--- config.mk ---
export PLATFORM = sky130hd
export DESIGN_NAME = regfile_dump_reader_flat
export DESIGN_NICKNAME = d
export VERILOG_FILES = /design/src/rtl/regfile_dump_reader_pkg.sv /design/src/rtl/regfile_dump_reader_if.sv /design/src/rtl/regfile_dump_reader.sv /design/src/flat_wrapper.sv
export SDC_FILE = /design/constraint.sdc
export NUM_CORES = 1
export LEC_CHECK = 0
export BUFFER_PORTS_ARGS = -buffer_cell sky130_fd_sc_hd__buf_2
export CORE_MARGIN = 2
export CORE_UTILIZATION = 50
export DETAILED_ROUTE_END_ITERATION = 8
export PLACE_DENSITY = 0.83
export SYNTH_ARGS = -nofsm -noshare
export SYNTH_HDL_FRONTEND = slang
export SYNTH_SLANG_ARGS = --single-unit
--- constraint.sdc ---
create_clock -name clk -period 5 [get_ports clk]
set_input_delay 0.5 -clock clk [delete_from_list [all_inputs] [get_ports clk]]
set_output_delay 0.5 -clock clk [all_outputs]
set_load 0.02 [all_outputs]
--- src/rtl/regfile_dump_reader_pkg.sv ---
// Shared types and default sizing for the register-file dump reader.
package regdump_pkg;

    localparam int DEF_NUM_REGS = 32;
    localparam int DEF_DATA_W   = 32;
    localparam int DEF_ADDR_W   = 5;

    // Index reported on the checksum beat.
    localparam logic [DEF_ADDR_W-1:0] CKSUM_IDX = '1;

    typedef enum logic [2:0] {
        IDLE    = 3'd0,
        READ    = 3'd1,
        CAPTURE = 3'd2,
        SEND    = 3'd3,
        FIN     = 3'd4
    } state_e;

endpackage

--- src/rtl/regfile_dump_reader_if.sv ---
// Control, read-port and output-stream signals of the dump reader.
interface regfile_dump_reader_if #(
    parameter int DATA_W = 32,
    parameter int ADDR_W = 5
);
    logic              start;
    logic [ADDR_W-1:0] first_idx;
    logic [ADDR_W-1:0] last_idx;
    logic              rd_en;
    logic [ADDR_W-1:0] rd_addr;
    logic [DATA_W-1:0] rd_data;
    logic              out_valid;
    logic              out_ready;
    logic [DATA_W-1:0] out_data;
    logic [ADDR_W-1:0] out_idx;
    logic              out_last;
    logic              busy;
    logic              done;

    // Requester / register-file / stream-sink side.
    modport master (
        output start, first_idx, last_idx, rd_data, out_ready,
        input  rd_en, rd_addr, out_valid, out_data, out_idx, out_last, busy, done
    );

    // Dump engine side.
    modport slave (
        input  start, first_idx, last_idx, rd_data, out_ready,
        output rd_en, rd_addr, out_valid, out_data, out_idx, out_last, busy, done
    );
endinterface

--- src/rtl/regfile_dump_reader.sv ---
// Register-file dump reader: walks an index range through a spare read port and streams the words.
// Build option REGDUMP_CHECKSUM_EN appends a wrapping-sum beat after the last register beat.
module regfile_dump_reader
    import regdump_pkg::*;
#(
    parameter int NUM_REGS = DEF_NUM_REGS,
    parameter int DATA_W   = DEF_DATA_W,
    parameter int ADDR_W   = DEF_ADDR_W
) (
    input  logic                 clk,
    input  logic                 reset,
    regfile_dump_reader_if.slave bus
);

    localparam logic [31:0] NUM_REGS_U = 32'(NUM_REGS);

    state_e            state_q, state_d;
    logic [ADDR_W-1:0] cur_q, cur_d;
    logic [ADDR_W-1:0] last_q, last_d;
    logic [DATA_W-1:0] out_data_q, out_data_d;
    logic [ADDR_W-1:0] out_idx_q, out_idx_d;
    logic              out_last_q, out_last_d;
    logic              range_ok;
`ifdef REGDUMP_CHECKSUM_EN
    logic [DATA_W-1:0] sum_q, sum_d;
    logic              cksum_q, cksum_d;
`endif

    assign range_ok = (bus.first_idx <= bus.last_idx) && (32'(bus.last_idx) < NUM_REGS_U);

    always_ff @(posedge clk) begin
        if (reset) begin
            state_q    <= IDLE;
            cur_q      <= '0;
            last_q     <= '0;
            out_data_q <= '0;
            out_idx_q  <= '0;
            out_last_q <= 1'b0;
`ifdef REGDUMP_CHECKSUM_EN
            sum_q      <= '0;
            cksum_q    <= 1'b0;
`endif
        end else begin
            state_q    <= state_d;
            cur_q      <= cur_d;
            last_q     <= last_d;
            out_data_q <= out_data_d;
            out_idx_q  <= out_idx_d;
            out_last_q <= out_last_d;
`ifdef REGDUMP_CHECKSUM_EN
            sum_q      <= sum_d;
            cksum_q    <= cksum_d;
`endif
        end
    end

    always_comb begin
        state_d    = state_q;
        cur_d      = cur_q;
        last_d     = last_q;
        out_data_d = out_data_q;
        out_idx_d  = out_idx_q;
        out_last_d = out_last_q;
`ifdef REGDUMP_CHECKSUM_EN
        sum_d      = sum_q;
        cksum_d    = cksum_q;
`endif
        case (state_q)
            IDLE: begin
                if (bus.start) begin
                    if (range_ok) begin
                        cur_d   = bus.first_idx;
                        last_d  = bus.last_idx;
                        state_d = READ;
                    end else begin
                        state_d = FIN;
                    end
`ifdef REGDUMP_CHECKSUM_EN
                    sum_d   = '0;
                    cksum_d = 1'b0;
`endif
                end
            end
            READ: state_d = CAPTURE;
            CAPTURE: begin
`ifdef REGDUMP_CHECKSUM_EN
                // The checksum beat reuses CAPTURE so out_valid still drops between beats.
                if (cksum_q) begin
                    out_data_d = sum_q;
                    out_idx_d  = CKSUM_IDX;
                    out_last_d = 1'b1;
                end else begin
                    out_data_d = bus.rd_data;
                    out_idx_d  = cur_q;
                    out_last_d = 1'b0;
                    sum_d      = sum_q + bus.rd_data;
                end
`else
                out_data_d = bus.rd_data;
                out_idx_d  = cur_q;
                out_last_d = (cur_q == last_q);
`endif
                state_d = SEND;
            end
            SEND: begin
                if (bus.out_ready) begin
`ifdef REGDUMP_CHECKSUM_EN
                    if (cksum_q) begin
                        state_d = FIN;
                    end else if (cur_q == last_q) begin
                        cksum_d = 1'b1;
                        state_d = CAPTURE;
                    end else begin
                        cur_d   = cur_q + 1'b1;
                        state_d = READ;
                    end
`else
                    if (cur_q == last_q) begin
                        state_d = FIN;
                    end else begin
                        cur_d   = cur_q + 1'b1;
                        state_d = READ;
                    end
`endif
                end
            end
            FIN:     state_d = IDLE;
            default: state_d = IDLE;
        endcase
    end

    assign bus.rd_en     = (state_q == READ);
    assign bus.rd_addr   = (state_q == READ) ? cur_q : '0;
    assign bus.out_valid = (state_q == SEND);
    assign bus.out_data  = out_data_q;
    assign bus.out_idx   = out_idx_q;
    assign bus.out_last  = out_last_q;
    assign bus.busy      = (state_q != IDLE);
    assign bus.done      = (state_q == FIN);

endmodule
--- src/flat_wrapper.sv ---
// flat-port wrapper written by rule: the top's interface ports become plain ports
module regfile_dump_reader_flat import regdump_pkg::*;
#(
    parameter int NUM_REGS = DEF_NUM_REGS,
    parameter int DATA_W   = DEF_DATA_W,
    parameter int ADDR_W   = DEF_ADDR_W
)
  (clk, reset, bus_start, bus_first_idx, bus_last_idx, bus_rd_data, bus_out_ready, bus_rd_en, bus_rd_addr, bus_out_valid, bus_out_data, bus_out_idx, bus_out_last, bus_busy, bus_done);
  regfile_dump_reader_if #(.DATA_W(DATA_W), .ADDR_W(ADDR_W)) bus_i ();
  input  logic clk;
  input  logic reset;
  input wire logic [$bits(bus_i.start)-1:0] bus_start;
  input wire logic [$bits(bus_i.first_idx)-1:0] bus_first_idx;
  input wire logic [$bits(bus_i.last_idx)-1:0] bus_last_idx;
  input wire logic [$bits(bus_i.rd_data)-1:0] bus_rd_data;
  input wire logic [$bits(bus_i.out_ready)-1:0] bus_out_ready;
  output wire logic [$bits(bus_i.rd_en)-1:0] bus_rd_en;
  output wire logic [$bits(bus_i.rd_addr)-1:0] bus_rd_addr;
  output wire logic [$bits(bus_i.out_valid)-1:0] bus_out_valid;
  output wire logic [$bits(bus_i.out_data)-1:0] bus_out_data;
  output wire logic [$bits(bus_i.out_idx)-1:0] bus_out_idx;
  output wire logic [$bits(bus_i.out_last)-1:0] bus_out_last;
  output wire logic [$bits(bus_i.busy)-1:0] bus_busy;
  output wire logic [$bits(bus_i.done)-1:0] bus_done;
  assign bus_i.start = bus_start;
  assign bus_i.first_idx = bus_first_idx;
  assign bus_i.last_idx = bus_last_idx;
  assign bus_i.rd_data = bus_rd_data;
  assign bus_i.out_ready = bus_out_ready;
  assign bus_rd_en = bus_i.rd_en;
  assign bus_rd_addr = bus_i.rd_addr;
  assign bus_out_valid = bus_i.out_valid;
  assign bus_out_data = bus_i.out_data;
  assign bus_out_idx = bus_i.out_idx;
  assign bus_out_last = bus_i.out_last;
  assign bus_busy = bus_i.busy;
  assign bus_done = bus_i.done;
  regfile_dump_reader #(.NUM_REGS(NUM_REGS), .DATA_W(DATA_W), .ADDR_W(ADDR_W)) u_core (.clk(clk), .reset(reset), .bus(bus_i));
endmodule
==> results.sh <==
export IMPL_outcome="finished, final reports clean"
export IMPL_drt_initial_drc_count=90
export IMPL_grt_use_total=0.2124
export IMPL_crit_required_ps=4500
export IMPL_synth_compound_area_frac=0.1870
export IMPL_power_switching_share=0.3125
export IMPL_syn_avg_cell_area_sq_um=7.945
export IMPL_muxShareOfSynthArea=0.02671
export IMPL_htreeDepth=2
export IMPL_ys_types=37
export IMPL_seq_power_share=0.470
export IMPL_synth_top_area_cell="dfxtp_1"
export IMPL_avgRoutedWirePerCell_microns=12.64
export IMPL_drv_slew=0
export IMPL_die_h_microns=71.06
export IMPL_final_nets=420
export IMPL_drv_cap=0
export IMPL_final_antenna_net_count=0
export IMPL_overflow=0
export IMPL_post_cts_buffers=0
export IMPL_gp_congestion=0.9415
export IMPL_r2r_slack_ps=3050
export IMPL_max_freq_mhz=418.9
export IMPL_synth_area_leaders="dfxtp_1 45%, nand2_1 14%, a21oi_1 8.9%, ha_1 3.3%, mux2i_1 2.7%"
export IMPL_pwr_share_comb=0.231
export IMPL_drc=0
export IMPL_clock_latency_ps=300
export IMPL_synth_top_area_frac=0.4541
export IMPL_die_area_sq_mm=0.005050
export IMPL_drtPass1Iterations=4
export IMPL_cp_cell_sequence="nor3b_1 -> and2_1 -> buf_2"
export IMPL_postCtsResizedCells=0
export IMPL_setup_violations=0
export IMPL_first_global_vias=1991
export IMPL_routed_wl_microns=5323
export IMPL_final_cell_area_sq_mm=0.002843
export IMPL_final_setup_skew_ps=7.431
export IMPL_cts_root_buf="clkbuf_8"
export IMPL_critPathMaxStageDelay_ps=620
export IMPL_rows=24
export IMPL_antennaDiodeCount=0
export IMPL_dp_hpwl_microns=3832
export IMPL_finalHoldViolCount=0
export IMPL_grt_pass1_wl_microns=8797
export IMPL_clk_pin_slew_worst_paths_ps=90
export IMPL_cp_end_kind="output pin"
export IMPL_io_pins=93
export IMPL_fin_setup_tns_ps=0
export IMPL_synth_nets=335
export IMPL_p_int_w=0.0006887
export IMPL_drive_above_1_share=0.2927
export IMPL_critPathKind="flop to output pin"
export IMPL_postCtsHoldBufs=0
export IMPL_num_vias=2179
export IMPL_via_per_inst=5.176
export IMPL_cts_tree="done"
export IMPL_syn_inst=283
export IMPL_p_leak_nw=1.331
export IMPL_timing_slew_headroom=0.4300
export IMPL_ys_seq_area_frac=0.4541
export IMPL_grt_max_degree=49
export IMPL_max_slew_worst_pin_slew_ps=855.0
export IMPL_holdWs_ps=415.5
export IMPL_grt_setup_unrepaired="false"
export IMPL_switchingPower_w=0.0003130
export IMPL_placed_area_sq_mm=0.002721
export IMPL_hold_path_depth=2
export IMPL_coreArea_sq_mm=0.004354
export IMPL_numPortBuffers=92
export IMPL_die_width_microns=71.06
export IMPL_critPathSlowestCell="nor3b_1"
export IMPL_powerDensity_mw_per_mm2=352.3
export IMPL_numCtsBuffers=5
export IMPL_clkPwrFrac=0.300
export IMPL_fin_crit_sh=0.4774
export IMPL_syn_cell_area_sq_mm=0.002248
export IMPL_synth_top_family_by_area="simple AND/OR/NAND/NOR gates"
export IMPL_yosysMostFrequentCell="nand2_1"
export IMPL_crit_arrival_ps=1890
export IMPL_period_needed_ps=2387
export IMPL_worstRegToRegCells=5
export IMPL_clock_sinks=51
export IMPL_synth_warnings=0
export IMPL_clk_path_buf_depth=2
export IMPL_vdd_drop_max_mv=0.2210
export IMPL_antenna_found_initial=0
export IMPL_async_flop_share=0
export IMPL_synth_edf_count=0
export IMPL_synth_xor_area_share=0.01948
export IMPL_synth_seq_cells=51
export IMPL_cp_start_kind="flop"
export IMPL_area_growth_pct=26.43
export IMPL_synth_common_cells="85 x nand2_1, 51 x dfxtp_1, 40 x a21oi_1"
export IMPL_synthSimpleGateAreaFrac=0.2298
export IMPL_hp_class="input pin to flop"
export IMPL_initial_core_util=0.5164
export IMPL_critPathMaxFanout=11
export IMPL_synth_adder_area_share=0.03339
export IMPL_yosys_most_used_dff="dfxtp_1"
## critical path, delay by kind of cell, from the launching register on
kind / cells / cell delay, ps
flip-flops: 1 / 580
AND/OR/NAND/NOR: 2 / 850
buffers and inverters: 1 / 160
## kinds of logic (layout without fill, tap and decap cells)
family                   count (synthesis)  in the layout
flip-flops                              51             51
adder cells (fa/ha/maj)                  6              6
multiplexers                             6              6
AO/OA/AOI/OAI                           70             70
XOR/XNOR                                 5              5
buffers and inverters                   27            113
AND/OR/NAND/NOR                        118            118
## layout make-up
cell class              count  area [sq um]
well taps                  52         65.06
clock inverters             2         38.79
multi-input cells         205          1116
clock buffers               6         82.58
fillers                   400          1511
flip-flops and latches     51          1021
inverters                  11         43.79
repair buffers             94         475.5
## through the flow
| step | setup WS [ps] | total power (W) | instances | util |
|---|---|---|---|---|
| floorplan | 2907 | 0.0006352 | 283 | - |
| global placement | 2792 | 0.0007038 | 413 | 0.6250 |
| detailed placement | 2712 | 0.0007101 | 413 | 0.6250 |
| CTS | 2639 | 0.001009 | 421 | 0.6529 |
| global route | 2469 | 0.001055 | 421 | 0.6529 |
| finish | 2613 | 0.001002 | 421 | 0.6529 |
## flip-flops by register name, indices dropped and copies added (netlist names)
name                 cells
u_core.bus.out_data     32
u_core.state_q           3
u_core.cur_q             5
u_core.last_q            5
u_core.bus.out_last      1
u_core.bus.out_idx       5
## path summary, 6_finish.rpt
check | from | endpoint
max | u_core.state_q[0]$_SDFFE_PP0P_ | bus_rd_addr[3]
min | bus_out_ready | u_core.state_q[1]$_SDFFE_PP0P_
min reg2reg | u_core.bus.out_data[0]$_SDFFE_PP0N_ | u_core.bus.out_data[0]$_SDFFE_PP0N_
max reg2reg | u_core.state_q[0]$_SDFFE_PP0P_ | u_core.cur_q[0]$_SDFFE_PP0P_
## per-layer routing
| metal | vias to the layer above | global-route usage | routed length, microns |
|---|---|---|---|
| li1 | 1122 | - | - |
| met1 | 975 | 0.2616 | 2332 |
| met2 | 73 | 0.3666 | 2550 |
| met3 | 9 | 0.04843 | 375 |
| met4 | 0 | 0.07128 | 65 |
| met5 | - | 0 | 0 |
## power by group through the flow
stage | sequential (W) | clock [W] | combinational (W)
finish | 0.000470 | 0.000300 | 0.000231
global route | 0.000476 | 0.000323 | 0.000256
CTS | 0.000470 | 0.000308 | 0.000232
detailed placement | 0.000479 | 0 | 0.000231
global placement | 0.000477 | 0 | 0.000226
floorplan | 0.000491 | 0 | 0.000144
## layout by cell type (no fill, tap or decap), types with 2 or more instances in the layout
master,instances
a21oi_1,40
a31oi_1,6
and2_1,7
and3_1,2
buf_2,92
buf_4,2
clkbuf_8,6
dfxtp_1,51
ha_1,6
inv_1,9
mux2i_1,6
nand2_1,85
nand4_1,3
nor2_1,9
nor3_1,4
nor3b_1,3
o211ai_1,6
o21ai_0,5
o21ai_1,3
xor2_1,5
No activity file was read; power rests on OpenSTA's default activity.
